File: config.mk
export PLATFORM = sky130hd
export DESIGN_NAME = uart_tx_fsm
export DESIGN_NICKNAME = d
export VERILOG_FILES = /design/src/rtl/uart_tx_pkg.sv /design/src/rtl/uart_bit_cnt.sv /design/src/rtl/uart_tx_fsm.sv
export SDC_FILE = /design/constraint.sdc
export NUM_CORES = 1
export LEC_CHECK = 0
export ABC_AREA = 1
export BUFFER_PORTS_ARGS = -buffer_cell sky130_fd_sc_hd__buf_4
export CAP_MARGIN = 20
export CORE_AREA = 2 2 39 41
export CTS_CLUSTER_DIAMETER = 200
export DETAILED_ROUTE_END_ITERATION = 12
export DIE_AREA = 0 0 41 43
export PLACE_DENSITY = 0.68
export SLEW_MARGIN = 5
export SYNTH_ARGS = -nofsm -noshare
export SYNTH_HDL_FRONTEND = slang
export SYNTH_SLANG_ARGS = --single-unit
File: constraint.sdc
create_clock -name CLK -period 1.8 [get_ports CLK]
set_input_delay 0.09 -clock CLK [delete_from_list [all_inputs] [get_ports CLK]]
set_output_delay 0.09 -clock CLK [all_outputs]
set_load 0.02 [all_outputs]
File: src/rtl/uart_tx_pkg.sv
// Shared types, constants and helpers for the UART transmit frame sequencer.
package uart_tx_pkg;

    typedef enum logic [2:0] {
        IDLE   = 3'd0,
        START  = 3'd1,
        DATA   = 3'd2,
        PARITY = 3'd3,
        STOP   = 3'd4
    } state_t;

    // Line mux select codes: what the output bit mux puts on the TX line.
    localparam logic [1:0] MUX_START = 2'd0;  // start bit, constant 0
    localparam logic [1:0] MUX_DATA  = 2'd1;  // current serializer bit
    localparam logic [1:0] MUX_PAR   = 2'd2;  // parity bit
    localparam logic [1:0] MUX_IDLE  = 2'd3;  // idle / stop, constant 1

    // Counter width for a count of w values, never narrower than one bit.
    function automatic int cnt_width(input int w);
        return ($clog2(w) < 1) ? 1 : $clog2(w);
    endfunction

    // Line mux select that belongs to each state.
    function automatic logic [1:0] mux_for(input state_t s);
        case (s)
            START:   return MUX_START;
            DATA:    return MUX_DATA;
            PARITY:  return MUX_PAR;
            default: return MUX_IDLE;
        endcase
    endfunction

endpackage

File: src/rtl/uart_bit_cnt.sv
// Saturating up-counter with synchronous clear, enable and terminal-count flag.
// Counts 0..MAX-1 and holds at MAX-1 so it can never wrap mid-frame.
module uart_bit_cnt #(
    parameter int WIDTH = 3,
    parameter int MAX   = 8
) (
    input  logic             clk,
    input  logic             rst,
    input  logic             clr,
    input  logic             en,
    output logic [WIDTH-1:0] cnt,
    output logic             tc
);

    localparam logic [WIDTH-1:0] LAST = WIDTH'(MAX - 1);

    assign tc = (cnt == LAST);

    // Count register: reset/clear to zero, otherwise advance until the last value.
    always_ff @(posedge clk) begin
        // NOTE: registers take non-blocking assignments so every flop samples pre-edge values.
        if (rst || clr) begin
            cnt <= '0;
        end else if (en && !tc) begin
            cnt <= cnt + 1'b1;
        end
    end

endmodule

File: src/rtl/uart_tx_fsm.sv
// UART transmit frame sequencer: START, DATA, optional PARITY, STOP.
// Latches the frame configuration on acceptance and drives the serializer
// enable/index, the line mux select and the BUSY gate for the datapath.
module uart_tx_fsm
    import uart_tx_pkg::*;
#(
    parameter int IN_DATA_WIDTH = 8,
    parameter int STOP_BITS     = 1
) (
    input  logic                                    CLK,
    input  logic                                    RST,
    input  logic                                    Data_Valid,
    input  logic                                    PAR_EN,
    input  logic                                    PAR_TYP,
    output logic                                    Load,
    output logic                                    BUSY,
    output logic                                    Ser_En,
    output logic [cnt_width(IN_DATA_WIDTH)-1:0]     Ser_Idx,
    output logic [1:0]                              Mux_Sel,
    output logic                                    Par_En_L,
    output logic                                    Par_Typ_L
);

    localparam int IDX_W  = cnt_width(IN_DATA_WIDTH);
    localparam int STOP_W = cnt_width(STOP_BITS);

    state_t             state;
    state_t             state_next;
    logic [IDX_W-1:0]   data_cnt;
    logic               data_tc;
    logic [STOP_W-1:0]  stop_cnt;
    logic               stop_tc;

    // Requests are only taken in IDLE; anything arriving while busy is dropped.
    assign Load = Data_Valid && (state == IDLE);

    // Data-bit counter: cleared in START, advances once per DATA cycle.
    uart_bit_cnt #(
        .WIDTH (IDX_W),
        .MAX   (IN_DATA_WIDTH)
    ) u_data_cnt (
        .clk (CLK),
        .rst (RST),
        .clr (state == START),
        .en  (state == DATA),
        .cnt (data_cnt),
        .tc  (data_tc)
    );

    // Stop-bit counter: cleared on the last data bit, advances in STOP.
    uart_bit_cnt #(
        .WIDTH (STOP_W),
        .MAX   (STOP_BITS)
    ) u_stop_cnt (
        .clk (CLK),
        .rst (RST),
        .clr ((state == DATA) && data_tc),
        .en  (state == STOP),
        .cnt (stop_cnt),
        .tc  (stop_tc)
    );

    // Next-state decode; illegal encodings fall back to IDLE.
    always_comb begin
        // NOTE: default first so no path leaves state_next unassigned and infers a latch.
        state_next = state;
        case (state)
            IDLE:    if (Data_Valid) state_next = START;
            START:   state_next = DATA;
            DATA:    if (data_tc) state_next = Par_En_L ? PARITY : STOP;
            PARITY:  state_next = STOP;
            STOP:    if (stop_tc) state_next = IDLE;
            default: state_next = IDLE;
        endcase
    end

    // State register, frame configuration latch and registered Moore outputs.
    always_ff @(posedge CLK) begin
        if (RST) begin
            state     <= IDLE;
            Par_En_L  <= 1'b0;
            Par_Typ_L <= 1'b0;
            BUSY      <= 1'b0;
            Ser_En    <= 1'b0;
            Mux_Sel   <= MUX_IDLE;
        end else begin
            state   <= state_next;
            BUSY    <= (state_next != IDLE);
            Ser_En  <= (state_next == DATA);
            Mux_Sel <= mux_for(state_next);
            if (Load) begin
                Par_En_L  <= PAR_EN;
                Par_Typ_L <= PAR_TYP;
            end
        end
    end

    // Index only meaningful while shifting; held at zero otherwise.
    assign Ser_Idx = Ser_En ? data_cnt : '0;

endmodule
==> results of run 1 <==
registers in the layout (all words and copies together), names as in the netlist:
signal	flops
state	3
u_data_cnt.cnt	3
Mux_Sel	2
BUSY	1
Par_En_L	1
Par_Typ_L	1
Ser_En	1
u_stop_cnt.cnt	1
stage by stage:
stage / hold slack, ps / setup slack [ps] / instance area [um2]
finish: 31.1 / 365 / 749
global route: 55.2 / 222 / 749
CTS: 24.2 / 358 / 749
detailed placement: 318 / 369 / 722
global placement: 311 / 380 / 722
floorplan: 225 / 491 / 597
worst register-to-register path, stage by stage (launching register included):
cell and delay [ps]:
sky130_fd_sc_hd__dfxtp_1 340, sky130_fd_sc_hd__ha_1 200, sky130_fd_sc_hd__ha_1 240, sky130_fd_sc_hd__nor3_2 310
sky130_fd_sc_hd__inv_1 90, sky130_fd_sc_hd__nor2_1 100, sky130_fd_sc_hd__nor2_1 50
power by group:
part | internal (mW) | leakage [nW] | switching [mW]
registers | 0.303 | 0.107 | 0.0110
clock network | 0.0823 | 0.0177 | 0.0937
logic | 0.0385 | 0.303 | 0.0531
placed cells by master, fill, tap and decap left out:
cell,netlist,routed
sky130_fd_sc_hd__nand2_1,19,19
sky130_fd_sc_hd__nor2_1,15,15
sky130_fd_sc_hd__buf_4,0,14
sky130_fd_sc_hd__dfxtp_1,13,13
sky130_fd_sc_hd__inv_1,10,10
sky130_fd_sc_hd__inv_2,4,4
sky130_fd_sc_hd__nand2_2,3,3
sky130_fd_sc_hd__nand3_1,3,3
sky130_fd_sc_hd__clkbuf_4,0,3
sky130_fd_sc_hd__nor2_2,2,2
sky130_fd_sc_hd__nand2_4,2,2
sky130_fd_sc_hd__o21ai_1,2,2
sky130_fd_sc_hd__o21ai_0,2,2
sky130_fd_sc_hd__ha_1,2,2
sky130_fd_sc_hd__nor2_4,1,1
sky130_fd_sc_hd__clkinv_1,1,1
sky130_fd_sc_hd__nand3_2,1,1
sky130_fd_sc_hd__nor3_2,1,1
sky130_fd_sc_hd__a211oi_1,1,1
sky130_fd_sc_hd__clkinv_2,0,1
metal layers:
| metal | vias to the layer above | track usage (%) | part of all wire [%] |
|---|---|---|---|
| li1 | 281 | - | - |
| met1 | 217 | 18.2 | 50 |
| met2 | 11 | 19.1 | 44 |
| met3 | 0 | 9.42 | 6.0 |
| met4 | 0 | 4.00 | 0 |
| met5 | - | 0 | 0 |
area by class of cell:
type,count,area (um2),area share (%)
Clock buffer,3,22.5,3.01
Sequential cell,13,260,34.7
Timing Repair Buffer,14,105,14.0
Tap cell,16,20.0,2.67
Multi-Input combinational cell,54,280,37.4
Clock inverter,1,5.00,0.668
Inverter,15,56.3,7.51
worst min path at each step:
stage | start | endpoint | slack, ps | depth (start not counted)
finish | PAR_EN | Par_En_L$_SDFFE_PP0P_ | 30 | 3
global placement | PAR_EN | Par_En_L$_SDFFE_PP0P_ | 310 | 3
CTS | PAR_EN | Par_En_L$_SDFFE_PP0P_ | 20 | 3
detailed placement | PAR_EN | Par_En_L$_SDFFE_PP0P_ | 320 | 3
global route | PAR_TYP | Par_Typ_L$_SDFFE_PP0P_ | 60 | 3
floorplan | PAR_EN | Par_En_L$_SDFFE_PP0P_ | 220 | 2
logic make-up (layout without fill, tap and decap cells):
family / after synthesis / after routing
compound gates: 5 / 5
buf+inv: 15 / 33
fa+ha+maj: 2 / 2
simple gates: 47 / 47
flops: 13 / 13
==> flow_summary.json, run 1 <==
{
  "layout_min_cycle_time_ps": 1430,
  "fin_util_pct": 54.2,
  "synth.yosys.warnings": 0,
  "drt_pass1_iterations": 4,
  "antenna_violations_before_repair": 0,
  "critical_path.max_fanout": 5,
  "timing_worst_slew_pin_value_ps": 312,
  "post_synth_num_cell_types": 17,
  "finClkSkew_ps": 2.01,
  "vdd.ir_drop.worst_mv": 0.622,
  "fin_setup_tns_ps": 0,
  "grt_start_max_net_pins": 9,
  "synth_enable_flop_cells": 0,
  "critical_path_class": "flop to flop",
  "critical_path.reg2reg.endpoint": "u_data_cnt.cnt[2]$_SDFFE_PP0P_",
  "design.die.area_um2": 1760,
  "synth_simple_gate_area_share_pct": 38.2,
  "r2r.worst_path.cells": 6,
  "clk_transition_reported_paths_ps": 80,
  "vias_in_the_first_global_route": 433,
  "reg2reg_setup_slack_ps": 370,
  "clock_latency_ps": 270,
  "report.final.setup_viol": 0,
  "via_cell_ratio": 4.39,
  "syn-mean-instance-area_um2": 7.28,
  "drtAntennaViolNets": 0,
  "final_cell_count_no_fill": 116,
  "synth_area_leader_cell": "sky130_fd_sc_hd__dfxtp_1",
  "drc": 0,
  "rsz_0062_raised_after_global_routing": "false",
  "diodes": 0,
  "grt_overflow": 0,
  "finalMaxSlewViolations": 0,
  "start_util_pct": 43.1,
  "die_y_um": 43,
  "wire_length_of_the_first_global_routing_pass_mm": 1.66,
  "cts-root-buf": "sky130_fd_sc_hd__clkbuf_4",
  "clock_sinks": 13,
  "share_of_the_synthesized_area_in_compound_gates_ao_oa_aoi_oai_pct": 4.61,
  "routability_congestion": 0.774,
  "synthCells": 82,
  "post_cts.resized_instances": 0,
  "n_fill_cell": 146,
  "combinational_family_with_the_most_area_after_synthesis": "simple AND/OR/NAND/NOR gates",
  "port_buffer_count": 14,
  "std_cell_rows": 14,
  "syn_to_final_growth_pct": 25.6,
  "power_leakage_nw": 0.427,
  "worst_setup_path_end_kind": "flop",
  "placedCellCount": 112,
  "period_share_pct": 79.7,
  "synth.most_common_cell": "sky130_fd_sc_hd__nand2_1",
  "dp_hpwl_um": 802,
  "powerDensity_nw_per_um2": 776,
  "syn-cell-area_um2": 597,
  "via_count": 509,
  "synthXorXnorAreaFrac_pct": 0,
  "io_pins": 15,
  "dr.first_iter.drc_count": 9,
  "synth_top_cells_by_count": "19 x sky130_fd_sc_hd__nand2_1, 15 x sky130_fd_sc_hd__nor2_1, 13 x sky130_fd_sc_hd__dfxtp_1, 10 x sky130_fd_sc_hd__inv_1, 4 x sky130_fd_sc_hd__inv_2",
  "async_reset_ff_share_pct": 0,
  "route.detailed.wl_per_inst_um": 8.60,
  "worstPathCellList": "ha_1 -> ha_1 -> nor3_2 -> inv_1 -> nor2_1 -> nor2_1",
  "synth_top_flop_cell": "sky130_fd_sc_hd__dfxtp_1",
  "synth_fp_nets": 89,
  "min_path_type": "primary input to flop",
  "post_synth_mux_area_share_pct": 0,
  "routed_wl_um": 998,
  "yosys.area_share.adder_pct": 4.19,
  "timing.critical_path.from_type": "flop",
  "synth-seq-area-share_pct": 43.6,
  "ys_ff_latch": 13,
  "cp.buffers_inverters": 1,
  "delay_contributed_by_the_slowest_stage_of_the_critical_path_ps": 340,
  "num-nets-final": 108,
  "netlist_top_cells_area": "sky130_fd_sc_hd__dfxtp_1 44%, sky130_fd_sc_hd__nand2_1 12%, sky130_fd_sc_hd__nor2_1 9.4%",
  "run_status": "finished clean",
  "worstPathRequired_ps": 1970,
  "critical_path.top_delay_family": "simple AND/OR/NAND/NOR gates",
  "max_slew_margin_pct": 79.2,
  "core_region_area_um2": 1380,
  "data_arrival_time_of_the_critical_path_ps": 1600,
  "setup.worst_path.end": "u_data_cnt.cnt[2]$_SDFFE_PP0P_",
  "total_power_mw": 0.582,
  "worst_path_max_delay_cell": "sky130_fd_sc_hd__dfxtp_1",
  "cts_tree": "done",
  "floorplan.die.width_um": 41,
  "worst_r2r_startpoint": "u_data_cnt.cnt[0]$_SDFFE_PP0P_",
  "report.final.hold_viol_count": 0,
  "timing.critical_path.depth": 6,
  "cts_buffers": 3,
  "cts_max_path_buffers": 2,
  "cts.hold.buffers_added": 0,
  "total_of_max_cap_violations": 0,
  "clock_tree.htree_level_count": 1,
  "post_cts_buffers": 0,
  "startpoint": "u_data_cnt.cnt[0]$_SDFFE_PP0P_",
  "drive_gt1_share_pct": 32.0,
  "synth_top_area_share_pct": 43.6,
  "fmax_ghz": 0.697,
  "grt_util_all_layers_pct": 14.2
}
(Power assumes the default switching activity.)
==> inputs of run 2 (changes only) <==
==> constraint.sdc (replaced) <==
create_clock -name CLK -period 1.45 [get_ports CLK]
set_input_delay 0.0725 -clock CLK [delete_from_list [all_inputs] [get_ports CLK]]
set_output_delay 0.0725 -clock CLK [all_outputs]
set_load 0.02 [all_outputs]
==> run 2 against run 1 <==
Clock power increased by 25%; critical path depth is 3 higher; register-to-register slack worse by 270 ps; design area increased by 3.0%; combinational power increased by 27%; non-clock buffer count is the same; worst setup slack got worse by 270 ps; sequential share of layout area decreased by 0.85 points; critical endpoint is now BUSY$_SDFF_PP0_; largest cell class unchanged; largest power group unchanged.
==> flow_summary.json, run 2 (synthesis results as in run 1) <==
{
  "r2r.worst_path.cells": 9,
  "dp_hpwl_um": 802,
  "design.die.area_um2": 1760,
  "worstPathRequired_ps": 1670,
  "grt_start_max_net_pins": 9,
  "dr.first_iter.drc_count": 3,
  "floorplan.die.width_um": 41,
  "syn_to_final_growth_pct": 29.4,
  "power_leakage_nw": 0.422,
  "final_cell_mix": "18 x sky130_fd_sc_hd__nand2_1, 15 x sky130_fd_sc_hd__nor2_1, 14 x sky130_fd_sc_hd__buf_4, 12 x sky130_fd_sc_hd__dfxtp_1, 10 x sky130_fd_sc_hd__inv_1",
  "pwr-share-comb_pct": 15.9,
  "vdd.ir_drop.worst_mv": 0.742,
  "period_share_pct": 93.4,
  "start_util_pct": 43.1,
  "drive_gt1_share_pct": 35.0,
  "clock_tree.htree_level_count": 1,
  "finalMaxSlewViolations": 0,
  "drc": 0,
  "report.final.setup_viol": 0,
  "intPower_mw": 0.527,
  "clock_latency_ps": 270,
  "setup_slack_ps": 96.3,
  "route.detailed.wl_per_inst_um": 8.96,
  "max_slew_margin_pct": 78.8,
  "final.hold.worst_slack_ps": 11.8,
  "drt_pass1_iterations": 2,
  "timing_worst_slew_pin_value_ps": 317,
  "via_count": 511,
  "cts_max_path_buffers": 2,
  "proportion_of_total_power_due_to_net_switching_pct": 27.5,
  "seqCellArea_um2": 262,
  "die_y_um": 43,
  "min_path_type": "primary input to flop",
  "powerDensity_nw_per_um2": 942,
  "core_region_area_um2": 1380,
  "clk_transition_reported_paths_ps": 80,
  "routed_wl_mm": 1.04,
  "num-nets-final": 108,
  "data_arrival_time_of_the_critical_path_ps": 1580,
  "finClkSkew_ps": 2.17,
  "routability_congestion": 0.775,
  "total_of_max_cap_violations": 0,
  "via_cell_ratio": 4.41,
  "vias_in_the_first_global_route": 433,
  "total_switching_power_mw": 0.200,
  "diodes": 0,
  "timing.critical_path.from_type": "flop",
  "n_fill_cell": 143,
  "clock_power_share_pct": 30.2,
  "cts-root-buf": "sky130_fd_sc_hd__clkbuf_4",
  "port_buffer_count": 14,
  "drtAntennaViolNets": 0,
  "cts_buffers": 3,
  "layout_min_cycle_time_ps": 1350,
  "worst_hold_path.num_cells": 3,
  "fmax_ghz": 0.739,
  "report.final.hold_viol_count": 0,
  "multi_input_comb_area_um2": 302,
  "worst_setup_path_end_kind": "flop",
  "grt_util_all_layers_pct": 14.2,
  "critical_path.max_fanout": 5,
  "largest_registers": "state x3, u_data_cnt.cnt x3, Mux_Sel x2",
  "seq_power_share_pct": 53.8,
  "critical_path_class": "flop to flop",
  "grt_overflow": 0,
  "total_power_mw": 0.727,
  "io_pins": 15,
  "cts_tree": "done",
  "layout.cells.most_common": "sky130_fd_sc_hd__nand2_1",
  "antenna_violations_before_repair": 0,
  "preCtsSetupSlack_ps": 18.7,
  "cts.hold.buffers_added": 0,
  "wire_length_of_the_first_global_routing_pass_mm": 1.66,
  "run_status": "finished clean",
  "std_cell_rows": 14,
  "clock_sinks": 13
}
## run 2: layout make-up
type                    count  share of cell area, %
multi-input cells          54                   39.1
flip-flops and latches     13                   33.9
repair buffers             14                   13.6
inverters                  15                   7.29
clock buffers               3                   2.92
well taps                  16                   2.59
clock inverters             1                  0.648
## run 2: per-stage QoR
step	instance area, um2	std cells	TNS, ps	utilization [%]
after floorplan	597	82	0	-
after global placement	722	112	0	52.2
after detailed placement	722	112	0	52.2
after CTS	749	116	0	54.2
after global routing	772	116	-53.3	55.8
final	772	116	0	55.8
## run 2: power groups by stage
stage                     logic, mW  registers, mW  clock network, mW
final                         0.116          0.391              0.220
after global routing          0.129          0.394              0.244
after CTS                     0.115          0.390              0.232
after detailed placement      0.115          0.398                  0
after global placement        0.114          0.398                  0
after floorplan              0.0589          0.412                  0
## run 2: layer usage
metal / routed length, um / global-route usage, % / share of wire (%) / vias up
li1: - / - / - / 282
met1: 506 / 18.2 / 49 / 221
met2: 474 / 19.1 / 46 / 8
met3: 57 / 9.42 / 5.5 / 0
met4: 0 / 4.00 / 0 / 0
met5: 0 / 0 / 0 / -
## run 2: path summary, 6_finish.rpt
| check | from | to | slack [ps] |
|---|---|---|---|
| min reg2reg | u_stop_cnt.cnt$_SDFFE_PP0P_ | u_stop_cnt.cnt$_SDFFE_PP0P_ | 470 |
| max | u_data_cnt.cnt[0]$_SDFFE_PP0P_ | BUSY$_SDFF_PP0_ | 100 |
| max reg2reg | u_data_cnt.cnt[0]$_SDFFE_PP0P_ | BUSY$_SDFF_PP0_ | 100 |
| min | PAR_EN | Par_En_L$_SDFFE_PP0P_ | 10 |
## run 2: what timing repair did
| item | CTS | global route |
|---|---|---|
| resized for setup | 0 | 5 |
| endpoints found under the setup margin | 0 | 6 |
| buffers inserted | 0 | 0 |
## run 2: critical path, cell delays in order, from the launching register on
cell and delay (ps):
sky130_fd_sc_hd__dfxtp_2 340, sky130_fd_sc_hd__ha_1 220, sky130_fd_sc_hd__ha_4 190, sky130_fd_sc_hd__nand2_1 90
sky130_fd_sc_hd__clkinv_1 90, sky130_fd_sc_hd__nor2_1 90, sky130_fd_sc_hd__nand2_1 60, sky130_fd_sc_hd__nand2_1 70
sky130_fd_sc_hd__nand2_1 80, sky130_fd_sc_hd__nand3_2 70
==> inputs of run 3 (changes only) <==
--- a/config.mk
+++ b/config.mk
@@ -12,8 +12,9 @@
 export CTS_CLUSTER_DIAMETER = 200
 export DETAILED_ROUTE_END_ITERATION = 12
 export DIE_AREA = 0 0 41 43
-export PLACE_DENSITY = 0.68
+export PLACE_DENSITY = 0.7
 export SLEW_MARGIN = 5
 export SYNTH_ARGS = -nofsm -noshare
 export SYNTH_HDL_FRONTEND = slang
+export SYNTH_HIERARCHICAL = 1
 export SYNTH_SLANG_ARGS = --single-unit
==> run 3 against run 2 <==
Non-clock buffer count unchanged; synthesized area increased by 3.8%; design area increased by 1.6%; clock skew decreased by 1.6 ps; synthesized cell count increased by 8.5%; die area unchanged; clock power increased by 5%; worst hold slack improved by 28 ps; power increased by 7.9%.
==> flow_summary.json, run 3 <==
{
  "clock_sinks": 13,
  "run_status": "finished clean",
  "syn-cell-area_um2": 619,
  "fin_setup_tns_ps": 0,
  "via_cell_ratio": 4.59,
  "netlist_top_cells_area": "sky130_fd_sc_hd__dfxtp_1 42%, sky130_fd_sc_hd__inv_1 10%, sky130_fd_sc_hd__nand2_1 10%",
  "r2r.worst_path.cells": 9,
  "fmax_ghz": 0.769,
  "grt.met2_usage_pct": 29.7,
  "critical_path.max_fanout": 6,
  "cts.hold.buffers_added": 0,
  "dr.first_iter.drc_count": 10,
  "synth.yosys.warnings": 6,
  "clk_transition_reported_paths_ps": 80,
  "drt_pass1_iterations": 4,
  "min_path_type": "primary input to flop",
  "grt_start_max_net_pins": 9,
  "startpoint": "u_data_cnt/cnt[0]$_SDFFE_PP0P_",
  "cts_tree": "done",
  "cts_max_path_buffers": 2,
  "power_leakage_nw": 0.424,
  "grt_util_all_layers_pct": 18.0,
  "report.final.hold_viol_count": 0,
  "synth_top_area_share_pct": 42.0,
  "num-nets-final": 115,
  "worstPathRequired_ps": 1640,
  "grt_use_met1_pct": 17.2,
  "worst_r2r_startpoint": "u_data_cnt/cnt[0]$_SDFFE_PP0P_",
  "timing.critical_path.from_type": "flop",
  "critical_path.reg2reg.endpoint": "BUSY$_SDFF_PP0_",
  "start_util_pct": 44.8,
  "floorplan.die.width_um": 41,
  "synth_area_leader_cell": "sky130_fd_sc_hd__dfxtp_1",
  "global_route.peak_usage_layer": "met2",
  "route.detailed.wl_per_inst_um": 9.80,
  "synthCells": 89,
  "total_of_max_cap_violations": 0,
  "drc": 0,
  "die_y_um": 43,
  "postLayoutCellArea_um2": 785,
  "clock_tree.htree_level_count": 1,
  "powerDensity_nw_per_um2": 1000,
  "synth_fp_nets": 96,
  "routability_congestion": 0.821,
  "largest_registers": "state x3, u_data_cnt/cnt x3, Mux_Sel x2",
  "synth-seq-area-share_pct": 42.0,
  "reg2reg_setup_slack_ps": 150,
  "synth_top_flop_cell": "sky130_fd_sc_hd__dfxtp_1",
  "grt_overflow": 0,
  "synth_enable_flop_cells": 0,
  "critical_path_class": "flop to flop",
  "drive_gt1_share_pct": 31.8,
  "synth_top_cells_by_count": "17 x sky130_fd_sc_hd__inv_1, 17 x sky130_fd_sc_hd__nand2_1, 13 x sky130_fd_sc_hd__dfxtp_1, 13 x sky130_fd_sc_hd__nor2_1, 7 x sky130_fd_sc_hd__nand3_1",
  "final_cell_mix": "17 x sky130_fd_sc_hd__nand2_1, 17 x sky130_fd_sc_hd__inv_1, 14 x sky130_fd_sc_hd__buf_4, 13 x sky130_fd_sc_hd__dfxtp_1, 13 x sky130_fd_sc_hd__nor2_1",
  "n_fill_cell": 136,
  "ys_ff_latch": 13,
  "async_reset_ff_share_pct": 0,
  "vias_in_the_first_global_route": 525,
  "dpl_cell_area_um2": 744,
  "vdd.ir_drop.worst_mv": 0.535,
  "clock_latency_ps": 290,
  "drtAntennaViolNets": 0,
  "total_power_mw": 0.785,
  "layout_min_cycle_time_ps": 1300,
  "std_cell_rows": 14,
  "worst_setup_path_end_kind": "flop",
  "syn_to_final_growth_pct": 26.7,
  "syn-mean-instance-area_um2": 6.96,
  "routed_wl_mm": 1.21,
  "report.final.setup_viol": 0,
  "period_share_pct": 89.7,
  "antenna_violations_before_repair": 0,
  "diodes": 0,
  "design.die.area_um2": 1760,
  "cts_buffers": 3,
  "timing_worst_slew_pin_value_ps": 247,
  "wire_length_of_the_first_global_routing_pass_mm": 2.06,
  "data_arrival_time_of_the_critical_path_ps": 1490,
  "finClkSkew_ps": 0.549,
  "cts-root-buf": "sky130_fd_sc_hd__clkbuf_4",
  "setup.worst_path.end": "BUSY$_SDFF_PP0_",
  "port_buffer_count": 14,
  "post_synth_num_cell_types": 15,
  "via_count": 565,
  "max_slew_margin_pct": 83.5,
  "core_region_area_um2": 1380,
  "rsz_0062_raised_after_global_routing": "false",
  "finalMaxSlewViolations": 0,
  "grt_use_met3_pct": 4.71,
  "dp_hpwl_um": 961,
  "io_pins": 15
}
-- run 3: worst max-delay path, stage by stage, from the launching register on --
cell                      delay, ps
sky130_fd_sc_hd__dfxtp_1        380
sky130_fd_sc_hd__ha_1           210
sky130_fd_sc_hd__ha_4           170
sky130_fd_sc_hd__nand2_1         60
sky130_fd_sc_hd__inv_1           90
sky130_fd_sc_hd__nor2_1          50
sky130_fd_sc_hd__nand2_1         50
sky130_fd_sc_hd__nand3_1         60
sky130_fd_sc_hd__nand2_1         90
sky130_fd_sc_hd__nand2_1         50
-- run 3: worst min path at each step --
stage / end / from / depth (start not counted)
2_1_floorplan: u_stop_cnt/cnt$_SDFFE_PP0P_ / RST / 3
3_3_place_gp: u_stop_cnt/cnt$_SDFFE_PP0P_ / RST / 4
3_5_place_dp: Par_Typ_L$_SDFFE_PP0P_ / PAR_TYP / 3
4_1_cts: u_stop_cnt/cnt$_SDFFE_PP0P_ / RST / 4
5_1_grt: u_stop_cnt/cnt$_SDFFE_PP0P_ / RST / 4
6_report: Par_Typ_L$_SDFFE_PP0P_ / PAR_TYP / 3
-- run 3: layout make-up --
type	count	area [um2]	area share, %
Timing Repair Buffer	14	105	13.4
Multi-Input combinational cell	55	293	37.3
Inverter	21	78.8	10.0
Clock inverter	1	5.00	0.638
Tap cell	16	20.0	2.55
Clock buffer	3	22.5	2.87
Sequential cell	13	260	33.2
-- run 3: what timing repair did --
action	in CTS	in global routing
setup endpoints to repair	0	2
setup buffers	0	0
gates resized for setup	0	2
-- run 3: layer usage --
metal	up-vias	part of all wire (%)	routed length [um]
met5	-	0	0
met4	0	5.1	61
met3	7	4.0	48
met2	14	50	603
met1	245	41	490
li1	299	-	-
-- run 3: power by group --
| group | switching [mW] | internal [mW] | total (mW) |
|---|---|---|---|
| Clock | 0.129 | 0.103 | 0.232 |
| Sequential | 0.0198 | 0.382 | 0.402 |
| Combinational | 0.0899 | 0.0608 | 0.151 |
| Total | 0.239 | 0.546 | 0.785 |
-- run 3: cell families (layout without fill, tap and decap cells) --
family,after synthesis,after routing,synth area share (%)
DFF,13,13,42.0
buffers and inverters,21,39,12.7
and+or+nand+nor,50,50,38.8
adders and majority gates,2,2,4.04
AOI/OAI and AO/OA,3,3,2.42
-- run 3: stage by stage --
stage	setup WS [ps]	util [%]	cells	hold slack, ps
final	150	56.7	123	39.9
after global routing	12.5	56.7	123	70.1
after CTS	75.5	55.8	123	39.0
after detailed placement	84.5	53.8	119	344
after global placement	175	53.8	119	331
after floorplan	230	-	89	209
